File: src/rtl/vc_scheduler.sv
// ---------------------------------------------------------------------------
// vc_scheduler
//
// Weighted two-way scheduler that moves words from two virtual-channel (VC)
// FIFOs into two destination FIFOs. Each head word carries its VC tag in
// bit 5 and its destination select in bit 4. VC0 is favoured: it may win up
// to WEIGHT consecutive grants while VC1 is also eligible, after which VC1
// gets one grant. A VC whose head word targets a paused destination is not
// eligible, so it cannot block the other VC.
//
// Handshake: o_pop_vcN is a combinational strobe that acts as "ready" for
// the show-ahead head word, which is valid whenever i_vcN_empty is low; the
// word is consumed on the rising edge where the pop is high. One cycle
// later the word appears on o_data_out with exactly one o_push_dX high for
// that single cycle (i_pause_dX acts as back-pressure sampled before grant).
//
// Ports
//   i_clk, i_reset           clock, asynchronous active-high reset
//   i_init                   synchronous clear of counters/arbitration
//   i_active                 enables scheduling
//   i_vc0_empty/i_vc1_empty  VC FIFO empty flags
//   i_vc0_data/i_vc1_data    VC FIFO head words
//   i_pause_d0/i_pause_d1    destination FIFO almost-full flags
//   o_pop_vc0/o_pop_vc1      combinational pop strobes
//   o_push_d0/o_push_d1      registered push strobes
//   o_data_out               registered word to the destinations
//   o_state                  FSM state (00 IDLE, 01 SERVE_VC0, 10 SERVE_VC1)
//   o_cnt_d0/o_cnt_d1        wrapping counts of words pushed per destination
//   o_idle                   registered: no grant and both VCs empty
// ---------------------------------------------------------------------------
module vc_scheduler #(
   parameter int WORD_SIZE = 6,
   parameter int WEIGHT    = 3,
   parameter int CNT_W     = 5
) (
   input  logic                 i_clk,
   input  logic                 i_reset,
   input  logic                 i_init,
   input  logic                 i_active,
   input  logic                 i_vc0_empty,
   input  logic                 i_vc1_empty,
   input  logic [WORD_SIZE-1:0] i_vc0_data,
   input  logic [WORD_SIZE-1:0] i_vc1_data,
   input  logic                 i_pause_d0,
   input  logic                 i_pause_d1,
   output logic                 o_pop_vc0,
   output logic                 o_pop_vc1,
   output logic                 o_push_d0,
   output logic                 o_push_d1,
   output logic [WORD_SIZE-1:0] o_data_out,
   output logic [1:0]           o_state,
   output logic [CNT_W-1:0]     o_cnt_d0,
   output logic [CNT_W-1:0]     o_cnt_d1,
   output logic                 o_idle
);

   localparam int       DEST_BIT = 4;
   localparam logic [2:0] WEIGHT_L = 3'(WEIGHT);

   typedef enum logic [1:0] {
      IDLE      = 2'b00,
      SERVE_VC0 = 2'b01,
      SERVE_VC1 = 2'b10
   } state_t;

   state_t                 r_state;
   state_t                 w_next_state;
   logic [2:0]             r_streak;
   logic                   r_push_d0;
   logic                   r_push_d1;
   logic [WORD_SIZE-1:0]   r_data_out;
   logic [CNT_W-1:0]       r_cnt_d0;
   logic [CNT_W-1:0]       r_cnt_d1;
   logic                   r_idle;

   logic                   w_pause_vc0;
   logic                   w_pause_vc1;
   logic                   w_elig_vc0;
   logic                   w_elig_vc1;
   logic                   w_grant_vc0;
   logic                   w_grant_vc1;
   logic                   w_grant;
   logic [WORD_SIZE-1:0]   w_grant_word;
   logic                   w_grant_dest;

   // Each VC looks at the pause flag of the destination its head word targets.
   assign w_pause_vc0 = i_vc0_data[DEST_BIT] ? i_pause_d1 : i_pause_d0;
   assign w_pause_vc1 = i_vc1_data[DEST_BIT] ? i_pause_d1 : i_pause_d0;

   // Reset is folded in so the pops stay low while reset is held.
   assign w_elig_vc0 = i_active & ~i_init & ~i_vc0_empty & ~w_pause_vc0 & ~i_reset;
   assign w_elig_vc1 = i_active & ~i_init & ~i_vc1_empty & ~w_pause_vc1 & ~i_reset;

   // Arbitration and next-state.
   always_comb begin
      w_grant_vc0  = 1'b0;
      w_grant_vc1  = 1'b0;
      w_next_state = IDLE;
      if (w_elig_vc0 && (!w_elig_vc1 || (r_streak < WEIGHT_L))) begin
         w_grant_vc0  = 1'b1;
         w_next_state = SERVE_VC0;
      end else if (w_elig_vc1) begin
         w_grant_vc1  = 1'b1;
         w_next_state = SERVE_VC1;
      end
   end

   assign w_grant      = w_grant_vc0 | w_grant_vc1;
   assign w_grant_word = w_grant_vc1 ? i_vc1_data : i_vc0_data;
   assign w_grant_dest = w_grant_word[DEST_BIT];

   // FSM state register. init suppresses grants, so next state is IDLE then.
   always_ff @(posedge i_clk or posedge i_reset) begin
      if (i_reset) begin
         r_state <= IDLE;
      end else if (i_init) begin
         r_state <= IDLE;
      end else begin
         r_state <= w_next_state;
      end
   end

   // Datapath, counters and streak.
   always_ff @(posedge i_clk or posedge i_reset) begin
      if (i_reset) begin
         r_push_d0  <= 1'b0;
         r_push_d1  <= 1'b0;
         r_data_out <= '0;
         r_cnt_d0   <= '0;
         r_cnt_d1   <= '0;
         r_streak   <= '0;
         r_idle     <= 1'b1;
      end else begin
         r_push_d0 <= w_grant & ~w_grant_dest;
         r_push_d1 <= w_grant &  w_grant_dest;
         if (w_grant) begin
            r_data_out <= w_grant_word;
         end
         r_idle <= ~w_grant & i_vc0_empty & i_vc1_empty;

         // Counters advance together with the push they count, so the
         // count visible alongside a push already includes that word.
         if (i_init) begin
            r_cnt_d0 <= '0;
            r_cnt_d1 <= '0;
         end else begin
            if (w_grant && !w_grant_dest) begin
               r_cnt_d0 <= r_cnt_d0 + 1'b1;
            end
            if (w_grant && w_grant_dest) begin
               r_cnt_d1 <= r_cnt_d1 + 1'b1;
            end
         end

         // Streak only accumulates while VC1 is actually competing.
         if (i_init || w_grant_vc1 || !w_elig_vc1) begin
            r_streak <= '0;
         end else if (w_grant_vc0 && (r_streak != WEIGHT_L)) begin
            r_streak <= r_streak + 3'd1;
         end
      end
   end

   assign o_pop_vc0  = w_grant_vc0;
   assign o_pop_vc1  = w_grant_vc1;
   assign o_push_d0  = r_push_d0;
   assign o_push_d1  = r_push_d1;
   assign o_data_out = r_data_out;
   assign o_state    = r_state;
   assign o_cnt_d0   = r_cnt_d0;
   assign o_cnt_d1   = r_cnt_d1;
   assign o_idle     = r_idle;

endmodule
File: config.mk
export PLATFORM = sky130hd
export DESIGN_NAME = vc_scheduler
export DESIGN_NICKNAME = d
export VERILOG_FILES = /design/src/rtl/vc_scheduler.sv
export SDC_FILE = /design/constraint.sdc
export NUM_CORES = 1
export LEC_CHECK = 0
export CORE_MARGIN = 5
export CORE_UTILIZATION = 42
export CTS_BUF_LIST = sky130_fd_sc_hd__clkbuf_8
export DETAILED_ROUTE_END_ITERATION = 8
export PLACE_DENSITY = 0.78
export SYNTH_ARGS = -nofsm -noshare
export SYNTH_HDL_FRONTEND = slang
export SYNTH_SLANG_ARGS = --single-unit
File: constraint.sdc
create_clock -name i_clk -period 1.6 [get_ports i_clk]
set_input_delay 0.32 -clock i_clk [delete_from_list [all_inputs] [get_ports i_clk]]
set_output_delay 0.32 -clock i_clk [all_outputs]
set_load 0.02 [all_outputs]
==> results of run 1 <==
[power groups by stage]
stage	Combinational, W	Clock (W)	Sequential (W)
2_1_floorplan	0.0000848	0	0.000745
3_3_place_gp	0.000335	0	0.000689
3_5_place_dp	0.000345	0	0.000691
4_1_cts	0.000344	0.000376	0.000681
5_1_grt	0.000373	0.000400	0.000686
6_report	0.000345	0.000368	0.000679
[repair_timing]
action                                  in CTS  in global routing
setup buffers                                4                  4
resized for setup                           60                 22
cloned                                       1                  0
endpoints found under the setup margin      31                 19
pin swaps                                   11                 12
hold buffers                                 0                  0
[cells by family after synthesis]
kind of cell / Yosys count / synth area share
AO/OA/AOI/OAI: 24 / 0.1574
adder cells (fa/ha/maj): 4 / 0.04036
AND/OR/NAND/NOR: 38 / 0.1998
flip-flops: 24 / 0.4854
multiplexers: 6 / 0.04945
buffers and inverters: 16 / 0.06054
XOR/XNOR: 1 / 0.007065
[cell usage after synthesis]
master | count | area [µm²]
dfstp_2 | 1 | 26.28
nor2_1 | 8 | 30.03
o22ai_1 | 2 | 12.51
mux2_2 | 1 | 11.26
a222oi_1 | 3 | 30.03
xor2_1 | 1 | 8.760
o21ai_0 | 3 | 15.01
nand2_1 | 7 | 26.28
a211o_1 | 3 | 26.28
nor2b_1 | 2 | 12.51
nand3b_4 | 1 | 20.02
a32oi_2 | 1 | 16.27
and2_4 | 1 | 8.760
a21oi_1 | 7 | 35.03
buf_6 | 2 | 22.52
a21o_1 | 2 | 15.01
ha_1 | 4 | 50.05
mux2i_1 | 5 | 50.05
a31o_2 | 2 | 17.52
dfrtp_1 | 23 | 575.6
inv_1 | 14 | 52.55
and2_1 | 2 | 12.51
nor3b_1 | 3 | 22.52
or3_1 | 2 | 12.51
a32oi_4 | 1 | 27.53
nor4b_4 | 2 | 47.55
nand3_1 | 6 | 30.03
nor3_1 | 2 | 10.01
and3b_1 | 1 | 8.760
and3_1 | 1 | 6.260
[routing by layer]
layer	vias up	track usage	share of wire
met3	10	0.04729	0.070
met2	49	0.3147	0.52
li1	559	-	-
met1	580	0.1928	0.39
met5	-	0	0
met4	0	0.07125	0.026
[metrics by stage]
stage / hold slack [ns] / instances
2_1_floorplan: 0.3339 / 113
3_3_place_gp: 0.4765 / 208
3_5_place_dp: 0.4836 / 208
6_report: 0.1119 / 220
4_1_cts: 0.1078 / 216
5_1_grt: 0.1215 / 220
[placed cells by master, fill, tap and decap left out, types with 2 or more instances in the layout]
master / Yosys / layout
a211o_1: 3 / 3
a21o_1: 2 / 2
a21oi_1: 7 / 5
a222oi_1: 3 / 3
a31o_2: 2 / 2
a32oi_4: 1 / 3
and2_4: 1 / 2
buf_2: 0 / 2
buf_4: 0 / 28
buf_6: 2 / 5
clkbuf_2: 0 / 6
clkbuf_8: 0 / 3
clkdlybuf4s50_1: 0 / 15
dfrtp_1: 23 / 23
dlygate4sd2_1: 0 / 11
dlymetal6s2s_1: 0 / 5
ha_1: 4 / 4
inv_1: 14 / 13
inv_2: 0 / 2
mux2i_1: 5 / 3
mux2i_2: 0 / 2
nand2_1: 7 / 7
nand3_1: 6 / 5
nor2_1: 8 / 8
nor2b_1: 2 / 2
nor3b_1: 3 / 2
nor4b_4: 2 / 2
o22ai_1: 2 / 2
[registers in the layout, summed over array words and instances, names as in the netlist]
register,flops
o_cnt_d0,5
o_cnt_d1,5
o_data_out,6
o_idle,1
o_push_d0,1
o_push_d1,1
o_state,2
r_streak,3
[cell type report]
type	instances	area, µm²	share of cell area
inverter	14	52.55	0.02580
clock inverter	1	3.754	0.001843
tap	31	38.79	0.01904
clock buffer	3	41.29	0.02027
multi-input combinational	74	668.1	0.3280
timing repair buffer	73	630.6	0.3096
sequential	24	601.8	0.2955
[critical path: cells and delay by family (launching register included)]
family                 cells  cell delay, ns
AND/OR/NAND/NOR            1            0.17
flip-flops                 1            0.39
multiplexers               1            0.17
buffers and inverters      2            0.30
AO/OA/AOI/OAI              3            0.60
[path summary, 6_finish.rpt]
| check | slack, ns | startpoint | cells past startpoint | endpoint |
|---|---|---|---|---|
| worst max-delay path | -0.09 | r_streak[1]$_DFFE_PP0P_ | 7 | o_cnt_d0[2]$_DFFE_PP0P_ |
| worst min-delay path | 0.11 | i_reset | 3 | o_data_out[5]$_DFFE_PP0P_ |
| worst max register to register | -0.09 | r_streak[1]$_DFFE_PP0P_ | 7 | o_cnt_d0[2]$_DFFE_PP0P_ |
| worst min register to register | 0.52 | o_data_out[4]$_DFFE_PP0P_ | 2 | o_data_out[4]$_DFFE_PP0P_ |
| max in group asynchronous | 1.25 | i_reset | 3 | o_idle$_DFF_PP1_ |
| min in group i_clk | 0.30 | i_vc1_empty | 2 | o_idle$_DFF_PP1_ |
==> impl_results.md, run 1 <==
- Hpwl dp: 2.434 mm
- Seq cells post-synth: 24
- Seq/Total Area, Yosys: 0.4854
- DRC Markers: 0
- Failing checks: setup timing
- Die Area: 4139 µm²
- Crit path max-delay cell type: dfrtp_1
- Sequential power share: 0.488
- FMAX: 590.9 MHz
- First-pass GRT wire length: approximately 5.7 mm
- Pre-CTS setup slack: -0.8334 ns
- Critical Path Source Type: register
- Min Tclk post-route: approximately 1.7 ns
- PD cells: 683.7 nW/µm²
- Total power: 0.001393 W
- Via density: ~5.4
- Via count: 1198
- Status: finished with violations
- Required time worst endpoint: 1.81 ns
- Net switching power figure: 0.0003989 W
- Mapped Cells: 113
- Area Overhead vs Synth: 64.28%
- Die Height: 64.34 µm
- Row cnt: 19
- IO buf count: 42
- Arr. time, crit path: 1.91 ns
- Switching part of the total power: 0.2864
- Inserted Clock Buffers: 3
- GPL Wtd Cong: 0.7845
- Worst Slack Setup Final: -0.09231 ns
- Post-layout util: 0.7323
- Peak supply drop: 0.5887 mV
- Combinational Power Share: 0.248
- Routed length per instance: 16.82 µm
- N_diodes: 0
- Vias in the first global route: roughly 1300
- CTS tree: built
- Yosys Warn Count: 0
- TritonRoute pass-1 iters: 4
- Post-route ant nets: 0
- Synthesized area: 1240 µm²
- Largest net degree at the start of global routing: 14
- RSZ-0062 raised after global routing: true
- Insertion delay to the later sink of the worst-skew pair: 0.27 ns
- Layout cell share with drive strength beyond 1: 0.3704
- Max-cap check violation count: 0
- Final Hold Viols: 0
- Worst-margin pin slew: between 0.3 and 0.4 ns
- WL final: 3.701 mm
- TNS Setup: -0.5764 ns
- Syn Nets: between 100 and 150
- Clock buffer depth: 2
- Clock group share of total power: 0.265
- Max stage delay on crit path: 0.39 ns
- Grt total ovfl: 0
- Die width: 64.34 µm
- Cells along the critical path: a21o_1 > nand3b_4 > buf_6 > a32oi_4 > buf_6 > mux2i_1 > a21o_1
- Worst-path clk slew: 0.08 ns
- Final slew viol count: 0
- Worst-path fanout max: 5
- Setup Skew: approximately 0.0024 ns
- Leakage: between 1 and 1.5 nW
- Crit. End Element: register
- Period utilization: 1.058
- Endpoints failing setup: 11
- Crit path kind: register to register
- Initial DRC Count: 48
- Cell internal pwr: 0.0009938 W
- Ports: 43
- Avg Synthesized Cell Area: 10.97 µm²
- Initial Util: 0.4458
- FILL cells: 203
- Fin nets: 214
- Final non-filler cell area: just over 2000 µm²
- Root Buffer: clkbuf_8
- Initial antenna violation count: 0
- Yosys cell types: 30
- CTS H-tree lvls: 1
- Clk sink count: 24
- Worst hold path class: input pin to asynchronous set/reset pin
- Max transition margin: 0.7910
- Total core area: 2781 µm²
- Total GRT Usage: 0.1753
- DP Area: 1864 µm²
Note: power is estimated with default switching activity, not from simulation.
==> run 2, diff against run 1 <==
- GPL_ROUTABILITY_DRIVEN: default -> 0
==> results of run 2 <==
No change in the layout: final DEF, timing and power equal those of run 1.
==> run 3, diff against run 2 <==
- PLACE_DENSITY: 0.78 -> 0.79
==> run 3 against run 2 <==
  * The run still ends with setup timing left
  * Critical path type unchanged
  * Via count decreased by 0.83%
  * Final cell count shrank 0.45%
  * Sequential share of layout area down 0.32 points
==> impl_results.md, run 3 (synthesized netlist as in run 1, its figures left out) <==
- Status: finished with violations
- Failing checks: setup timing
- Worst hold path class: input pin to asynchronous set/reset pin
- Initial DRC Count: 41 (-15%)
- Via count: 1188 (-0.83%)
- Worst-path clk slew: 0.08 ns (about the same)
- Arr. time, crit path: 1.87 ns (-0.04 ns)
- Critical Path Source Type: register
- Max-cap check violation count: 0 (unchanged)
- Period utilization: 1.075 (+0.01730)
- Via density: 5.425 (-0.38%)
- Hpwl dp: 2.450 mm (+0.66%)
- Post-route insts no fill: 219 (-0.45%)
- RSZ-0062 raised after global routing: true
- CTS H-tree lvls: 1 (unchanged)
- Final Hold Viols: 0 (unchanged)
- Setup Skew: 0.002984 ns (+0.0005576 ns)
- Die Height: 64.34 µm (unchanged)
- Initial antenna violation count: 0 (unchanged)
- Crit path kind: register to register
- Leakage: 1.095 nW (-3.3%)
- Clk sink count: 24 (unchanged)
- Post-route ant nets: 0 (unchanged)
- Final slew viol count: 0 (unchanged)
- Peak supply drop: 0.6541 mV (+11%)
- WL met3: 226 µm (-13%)
- Met1 wire length: 1.475 mm (+3.1%)
- DR WL met2: 1.956 mm (+2.3%)
- TNS Setup: -0.7403 ns (-0.1639 ns)
- Min Hold Slack: 0.1012 ns (-0.01067 ns)
- N_diodes: 0 (unchanged)
- Crit path max-delay cell type: dfrtp_1
- TritonRoute pass-1 iters: 4 (unchanged)
- DRC Markers: 0 (unchanged)
- Initial Util: 0.4458 (unchanged)
- Endpoints failing setup: 11 (unchanged)
- CTS tree: built
- Insertion delay to the later sink of the worst-skew pair: 0.26 ns (about the same)
- Total core area: 2781 µm² (unchanged)
- PD cells: 678.8 nW/µm² (-0.72%)
- Vias in the first global route: 1374 (+6.3%)
- Die Area: 4139 µm² (unchanged)
- Die width: 64.34 µm (unchanged)
- Row cnt: 19 (unchanged)
- Layout cell share with drive strength beyond 1: 0.3564 (-0.01399)
- Inserted Clock Buffers: 3 (unchanged)
- Worst-margin pin slew: 0.3067 ns (-0.006769 ns)
- FMAX: 581.4 MHz (-1.6%)
- CTS Hold Buffers Added: 0 (unchanged)
- IO buf count: 42 (unchanged)
- First-pass GRT wire length: 6.306 mm (+9.7%)
- Crit. End Element: register
- Leading cell types in the layout, fill and taps excluded: 25 x buf_4, 23 x dfrtp_1, 18 x clkdlybuf4s50_1
- Max reg flops: 6 (unchanged)
- Cells along the critical path: a21o_1 > nand3b_4 > buf_6 > a32oi_4 > nor3b_1 > a211o_1
- Post-layout util: 0.7404 (+0.008097)
- Fin nets: 213 (-0.47%)
- WL final: 3.683 mm (-0.49%)
- Min Tclk post-route: 1.720 ns (+0.02768 ns)
- Clock buffer depth: 2 (unchanged)
- Root Buffer: clkbuf_8
- Worst-path fanout max: 5 (unchanged)
- Total GRT Usage: 0.1901 (+0.01485)
- Area Overhead vs Synth: 66.10%
- Max transition margin: 0.7955 (+0.004512)
- Largest net degree at the start of global routing: 15 (+1)
- Dpl cells: 206 (-0.96%)
- Commonest non-fill, non-tap cell in the layout: buf_4
- Grt total ovfl: 0 (unchanged)
- R2R Setup Slk: -0.12 ns (-0.03 ns)
- FF-to-FF path depth: 6 (-1)
- Routed length per instance: 16.82 µm (about the same)
- Highest metal used: met4
- Ports: 43 (unchanged)
- Required time worst endpoint: 1.75 ns (-0.06 ns)
- Max stage delay on crit path: 0.41 ns (+0.02 ns)
- Worst Slack Setup Final: -0.1200 ns (-0.02768 ns)
-- run 3: changes by cell type in the layout (fill, tap and decap cells not counted), sizes merged --
cell           change
buf                -1
dlygate4sd2        +1
dlymetal6s2s       -3
clkbuf             -6
clkdlybuf4s15      +5
clkdlybuf4s50      +3
-- run 3: final timing paths --
path / to / startpoint
worst max-delay path: o_cnt_d1[2]$_DFFE_PP0P_ / r_streak[2]$_DFFE_PP0P_
worst min-delay path: o_data_out[0]$_DFFE_PP0P_ / i_reset
worst max register to register: o_cnt_d1[2]$_DFFE_PP0P_ / r_streak[2]$_DFFE_PP0P_
worst min register to register: o_data_out[4]$_DFFE_PP0P_ / o_data_out[4]$_DFFE_PP0P_
max in group asynchronous: o_idle$_DFF_PP1_ / i_reset
min in group i_clk: o_idle$_DFF_PP1_ / i_vc0_empty
-- run 3: what timing repair did --
action | in CTS | in global routing
pin swaps | 14 | 3
setup buffers | 6 | 2
cloned | 1 | 0
resized for setup | 66 | 11
endpoints found under the setup margin | 34 | 19
-- run 3: report_power, final --
| group | total [W] | internal, W | switching, W |
|---|---|---|---|
| clock network | 0.000360 | 0.000171 | 0.000189 |
| logic | 0.000355 | 0.000181 | 0.000174 |
| registers | 0.000683 | 0.000652 | 0.0000306 |
| total | 0.00140 | 0.00100 | 0.000393 |
-- run 3: routing by layer --
layer  global-route usage  up-vias
met5                    0        -
met4              0.06107        0
met3              0.04028        4
met2               0.3495       51
li1                     -      556
met1               0.2158      577
-- run 3: through the flow --
stage	total power, W	area [µm²]	worst slack, ns
2_1_floorplan	0.0008301	1247	0.01691
3_3_place_gp	0.001021	1849	-0.8427
3_5_place_dp	0.001027	1849	-0.8922
4_1_cts	0.001402	2014	-0.05838
5_1_grt	0.001468	2059	-0.1884
6_report	0.001398	2059	-0.1200
-- run 3: final cells by class --
cell class	count	area, µm²
sequential	24	601.8
inverter	14	52.55
timing repair buffer	72	649.4
clock buffer	3	41.29
fill	171	721.9
clock inverter	1	3.754
multi-input combinational	74	671.9
tap	31	38.79
-- run 3: critical path, delay by kind of cell (launching register included) --
kind | cells | cell delay, ns
and+or+nand+nor | 2 | 0.29
buffers and inverters | 1 | 0.15
DFF | 1 | 0.41
AOI/OAI and AO/OA | 3 | 0.76
